## config.mk

```make
export PLATFORM = sky130hd
export DESIGN_NAME = serial_pattern_tx
export DESIGN_NICKNAME = d
export VERILOG_FILES = /design/src/rtl/serial_pattern_tx_pkg.sv /design/src/rtl/serial_pattern_shreg.sv /design/src/rtl/serial_pattern_tx.sv
export SDC_FILE = /design/constraint.sdc
export NUM_CORES = 1
export LEC_CHECK = 0
export BUFFER_PORTS_ARGS = -buffer_cell sky130_fd_sc_hd__buf_2
export CAP_MARGIN = 30
export CELL_PAD_IN_SITES_DETAIL_PLACEMENT = 1
export CELL_PAD_IN_SITES_GLOBAL_PLACEMENT = 2
export CORE_MARGIN = 2
export CORE_UTILIZATION = 35
export DETAILED_ROUTE_END_ITERATION = 7
export HOLD_SLACK_MARGIN = 0.03
export MAX_ROUTING_LAYER = met4
export PLACE_DENSITY_LB_ADDON = 0.1
export SLEW_MARGIN = 0
export SYNTH_ARGS = -nofsm -noshare
export SYNTH_HDL_FRONTEND = slang
export SYNTH_SLANG_ARGS = --single-unit
export TNS_END_PERCENT = 5
```

## constraint.sdc

```tcl
create_clock -name clk_i -period 4.74 [get_ports clk_i]
set_input_delay 0.474 -clock clk_i [delete_from_list [all_inputs] [get_ports clk_i]]
set_output_delay 0.474 -clock clk_i [all_outputs]
set_load 0.005 [all_outputs]
```

## src/rtl/serial_pattern_tx_pkg.sv

```systemverilog
// Shared definitions for the serial pattern transmitter and the detector benches that it drives.
// Holds the FSM state encodings and the default idle line level.
package serial_pattern_tx_pkg;

  localparam logic [1:0] StIdle  = 2'd0;
  localparam logic [1:0] StShift = 2'd1;
  localparam logic [1:0] StDone  = 2'd2;

  localparam logic IdleBitDefault = 1'b1;

endpackage

```

## src/rtl/serial_pattern_shreg.sv

```systemverilog
// Load/shift register for the pattern transmitter.
// It keeps the latched pattern for reloads and tracks the index of the bit currently on the line.
module serial_pattern_shreg #(
  parameter int unsigned WIDTH = 4
) (
  input  logic             clk_i,
  input  logic             reset_i,
  input  logic             load_i,
  input  logic             reload_i,
  input  logic             shift_i,
  input  logic [WIDTH-1:0] pattern_i,
  output logic             next_bit_o,
  output logic             reload_bit_o,
  output logic             last_o
);

  localparam int unsigned IdxW = $clog2(WIDTH);
  localparam logic [IdxW-1:0] LastIdx = IdxW'(WIDTH - 1);

  // sr_q holds only the bits still to come; the current bit already sits in the line register
  logic [WIDTH-1:0] pat_q, pat_d;
  logic [WIDTH-2:0] sr_q, sr_d;
  logic [IdxW-1:0]  idx_q, idx_d;

  always_comb begin
    pat_d = pat_q;
    sr_d  = sr_q;
    idx_d = idx_q;
    if (load_i) begin
      pat_d = pattern_i;
      sr_d  = pattern_i[WIDTH-2:0];
      idx_d = LastIdx;
    end else if (reload_i) begin
      sr_d  = pat_q[WIDTH-2:0];
      idx_d = LastIdx;
    end else if (shift_i) begin
      sr_d  = sr_q << 1;
      idx_d = idx_q - IdxW'(1);
    end
  end

  always_ff @(posedge clk_i or posedge reset_i) begin
    if (reset_i) begin
      pat_q <= '0;
      sr_q  <= '0;
      idx_q <= '0;
    end else begin
      pat_q <= pat_d;
      sr_q  <= sr_d;
      idx_q <= idx_d;
    end
  end

  assign next_bit_o   = sr_q[WIDTH-2];
  assign reload_bit_o = pat_q[WIDTH-1];
  assign last_o       = (idx_q == '0);

endmodule

```

## src/rtl/serial_pattern_tx.sv

```systemverilog
// Serial pattern transmitter: sends a latched WIDTH-bit pattern MSB-first, repeat_n+1 times back-to-back,
// on a registered line, with valid/busy qualifiers and a one-cycle done pulse.
module serial_pattern_tx
  import serial_pattern_tx_pkg::*;
#(
  parameter int unsigned WIDTH    = 4,
  parameter int unsigned CNT_W    = 4,
  parameter logic        IDLE_BIT = IdleBitDefault
) (
  input  logic             clk_i,
  input  logic             reset_i,
  input  logic             start_i,
  input  logic             abort_i,
  input  logic [WIDTH-1:0] pattern_i,
  input  logic [CNT_W-1:0] repeat_n_i,
  output logic             j_o,
  output logic             valid_o,
  output logic             busy_o,
  output logic             done_o
);

  logic [1:0]       state_q, state_d;
  logic [CNT_W-1:0] rep_q, rep_d;
  logic [CNT_W-1:0] pass_q, pass_d;
  logic             j_q, j_d;
  logic             valid_q, valid_d;
  logic             busy_q, busy_d;
  logic             done_q, done_d;
  logic             load, reload, shift;
  logic             next_bit, reload_bit, last;

  serial_pattern_shreg #(
    .WIDTH(WIDTH)
  ) u_shreg (
    .clk_i       (clk_i),
    .reset_i     (reset_i),
    .load_i      (load),
    .reload_i    (reload),
    .shift_i     (shift),
    .pattern_i   (pattern_i),
    .next_bit_o  (next_bit),
    .reload_bit_o(reload_bit),
    .last_o      (last)
  );

  always_comb begin
    state_d = state_q;
    rep_d   = rep_q;
    pass_d  = pass_q;
    j_d     = j_q;
    valid_d = valid_q;
    busy_d  = busy_q;
    done_d  = 1'b0;
    load    = 1'b0;
    reload  = 1'b0;
    shift   = 1'b0;
    case (state_q)
      StIdle: begin
        if (start_i) begin
          state_d = StShift;
          load    = 1'b1;
          rep_d   = repeat_n_i;
          pass_d  = '0;
          j_d     = pattern_i[WIDTH-1];
          valid_d = 1'b1;
          busy_d  = 1'b1;
        end
      end
      StShift: begin
        if (abort_i) begin
          state_d = StIdle;
          j_d     = IDLE_BIT;
          valid_d = 1'b0;
          busy_d  = 1'b0;
        end else if (!last) begin
          shift = 1'b1;
          j_d   = next_bit;
        end else if (pass_q != rep_q) begin
          // Next pass starts straight after bit 0, no idle gap
          reload = 1'b1;
          pass_d = pass_q + CNT_W'(1);
          j_d    = reload_bit;
        end else begin
          state_d = StDone;
          j_d     = IDLE_BIT;
          valid_d = 1'b0;
          busy_d  = 1'b0;
          done_d  = 1'b1;
        end
      end
      StDone: begin
        state_d = StIdle;
      end
      default: begin
        state_d = StIdle;
        j_d     = IDLE_BIT;
        valid_d = 1'b0;
        busy_d  = 1'b0;
      end
    endcase
  end

  always_ff @(posedge clk_i or posedge reset_i) begin
    if (reset_i) begin
      state_q <= StIdle;
      rep_q   <= '0;
      pass_q  <= '0;
      j_q     <= IDLE_BIT;
      valid_q <= 1'b0;
      busy_q  <= 1'b0;
      done_q  <= 1'b0;
    end else begin
      state_q <= state_d;
      rep_q   <= rep_d;
      pass_q  <= pass_d;
      j_q     <= j_d;
      valid_q <= valid_d;
      busy_q  <= busy_d;
      done_q  <= done_d;
    end
  end

  assign j_o     = j_q;
  assign valid_o = valid_q;
  assign busy_o  = busy_q;
  assign done_o  = done_q;

endmodule

```

==> qor.yml <==
sta:
  setup_tns_ps: 0
  rsz0062_at_grt: "false"
  finClkSkew_ps: 3.974
  worstMarginPinSlew_ps: 821.3
  fmax_mhz: 528.4
  finalCritPeriodShare_pct: 39.93
  slew_violations: 0
  fin_crit_ps: 1893
  finalHoldViolations: 0
  finalSetupViolations: 0
  slew_headroom_pct: 45.19
pwr:
  total_power_w: 0.0004913
  p_switching_w: 0.0001613
  pwr-share-clk_pct: 21.2
  p_sw_share_pct: 32.84
  leakage_nw: 0.5739
  peakVddDrop_mv: 0.1152
  power_density_nw_per_um2: 409.9
  pwr-share-comb_pct: 26.6
  power_frac_seq_pct: 52.2
  intPower_w: 0.0003300
detailed_routing:
  drtPass1Iterations: 4
  drt-met1-wl_mm: 1.181
  via_count: 858
  wl_per_cell_um: 15.02
  met2_length_mm: 1.162
  routed_wl_mm: 2.464
  ant_nets: 0
  wl_met3_um: 85
  dr.max_layer_used: "met4"
  vias_per_cell: 5.232
  drtIter0Drc: 23
  drc: 0
clock_tree:
  post-cts-setup-buffer-count: 0
  cts_tree: "yes"
  path_clk_slew_ps: 120
  clkLatencyLatePin_ps: 310
  cts_sinks: 22
  root_buffer: "clkbuf_4"
  ctsResizeCount: 0
  cts_buffer_depth: 2
  cts_hold_buf: 0
  htreeDepth: 1
  cts-buffers-inserted: 3
cells_and_area:
  num_antenna_cells: 0
  fin_cells: 164
  multiInputGateArea_sq_um: 460.4
  drive_gt1_share_pct: 17.56
  fillers: 362
  fin_nets: 146
  seqCellArea_sq_um: 551.8
  final_cell_mix: "nand2_1 (29), dfrtp_1 (21), buf_2 (15)"
  final_common_cell: "nand2_1"
  syn_to_final_growth_pct: 11.79
run:
  max-cap-violations: 0
critical_path:
  critical_path_class: "flip-flop to flip-flop"
  start_kind: "flip-flop"
  timing.rr.end: "pass_q[3]"
  cp.required_ps: 4980
  rr_worst_depth: 6
  arrival_ps: 2140
  critPathLaunch: "u_shreg.idx_q[0]"
  rrSetupSlack_ps: 2850
  reg2reg_from: "u_shreg.idx_q[0]"
  critPathCaptureType: "flip-flop"
  crit_path_end: "pass_q[3]"
  critPathMaxFanout: 10
synth:
  yosys_warnings: 0
  synth.distinct_cells: 31
  syn_area_sq_um: 1072
  syn_avg_cell_area_sq_um: 9.244
  synth_fp_nets: 130
  seq_area_frac_synth_pct: 51.46
  ys_ff_latch: 22
  synthCells: 116
global_routing:
  overflow: 0
  groute.usage.overall_pct: 17.02
  antenna_found_initial: 0
  grt_max_degree: 23
  grt_pass1_vias: 889
  grt_pass1_wl_mm: 4.209
floorplanning:
  core-area_sq_um: 2978
  row_count: 20
  fp.dieH_um: 59.35
  initial_utilization_pct: 36.01
  die_area_sq_um: 3522
  io_pins: 16
  die_w_um: 59.35
placed_design:
  portBuffers: 15
  dp.cells: 160
  gp_congestion: 0.8294
  dpl.hpwl_mm: 1.818
worst_hold_path:
  min_path_type: "primary input to asynchronous set/reset pin"
outcome:
  status: "complete, no violations"
==> flip-flops by register name (all words and copies together), names as in the netlist <==
signal / cells
busy_o: 1
u_shreg.pat_q: 4
done_o: 1
pass_q: 4
u_shreg.idx_q: 2
rep_q: 4
state_q: 2
u_shreg.sr_q: 3
j_o: 1
==> logic make-up after synthesis <==
group | count (synthesis) | synth area share (%)
DFF | 22 | 51.46
buffers and inverters | 12 | 5.601
xor gates and xnor gates | 5 | 4.084
adders and majority gates | 2 | 2.333
AOI/OAI and AO/OA | 19 | 11.79
muxes | 1 | 0.9335
and+or+nand+nor | 55 | 23.80
==> worst max-delay path: stages, from the launching register on <==
cell       delay (ps)
dfrtp_1           410
inv_1              60
ha_1              330
nand4bb_1         170
a41o_1            330
or3_1             370
a21oi_1           160
==> how the worst min path moves through the flow <==
stage                     slack, ps  cells past startpoint          endpoint              from
after floorplan                 450                      2  u_shreg.pat_q[0]  u_shreg.pat_q[0]
after detailed placement        490                      2  u_shreg.pat_q[0]  u_shreg.pat_q[0]
after global routing            340                      3          rep_q[1]     repeat_n_i[1]
after global placement          480                      2  u_shreg.pat_q[1]  u_shreg.pat_q[1]
after CTS                       330                      2          rep_q[2]           reset_i
final                           300                      2          rep_q[2]           reset_i
==> cell type report <==
type / count / share of cell area, %
sequential: 22 / 46.03
multi-input combinational: 82 / 38.41
timing repair buffer: 16 / 6.889
tap: 33 / 3.445
clock buffer: 4 / 3.027
inverter: 7 / 2.192
==> power by group through the flow <==
stage                     Combinational [W]  Clock, W  Sequential (W)
after detailed placement           0.000130         0        0.000261
after global placement             0.000128         0        0.000261
final                              0.000131  0.000104        0.000257
after global routing               0.000153  0.000118        0.000263
after floorplan                    0.000102         0        0.000253
after CTS                          0.000133  0.000111        0.000258
==> stage by stage <==
stage | hold WS (ps) | utilization [%] | area [sq um] | worst slack [ps]
6_report | 302.3 | 40.25 | 1199 | 2847
5_1_grt | 341.5 | 40.25 | 1199 | 2628
4_1_cts | 327.4 | 40.25 | 1199 | 2852
3_5_place_dp | 486.7 | 39.03 | 1162 | 2859
3_3_place_gp | 479.2 | 38.78 | 1155 | 2711
2_1_floorplan | 445.3 | - | 1072 | 3130
==> routing by layer <==
layer,up-vias,GRT usage [%]
li1,425,-
met1,414,21.82
met2,15,26.69
met3,4,2.183
met4,0,7.792
met5,-,-
==> Yosys cell counts (all sizes together) <==
cell	instances	area share (%)
a41oi	2	1.6
nand4bb	1	1.1
o21ai	6	2.8
nor2b	3	1.8
o311ai	2	1.6
o32ai	1	0.82
nor3b	1	0.70
clkbuf	3	2.0
dfrtp	21	49
or2	1	0.58
mux2i	1	0.93
nor3	3	1.4
a31oi	1	0.58
xnor2	5	4.1
dfstp	1	2.5
buf	2	1.2
nand4	2	1.2
nand2	29	10
or3b	1	0.82
inv	7	2.5
or3	1	0.58
a32oi	1	0.82
nor2	6	2.1
nand3	5	2.3
ha	2	2.3
a21oi	4	1.9
nand2b	2	1.2
a41o	1	0.93
o21a	1	0.70
No activity file was read; power rests on OpenSTA's default activity.
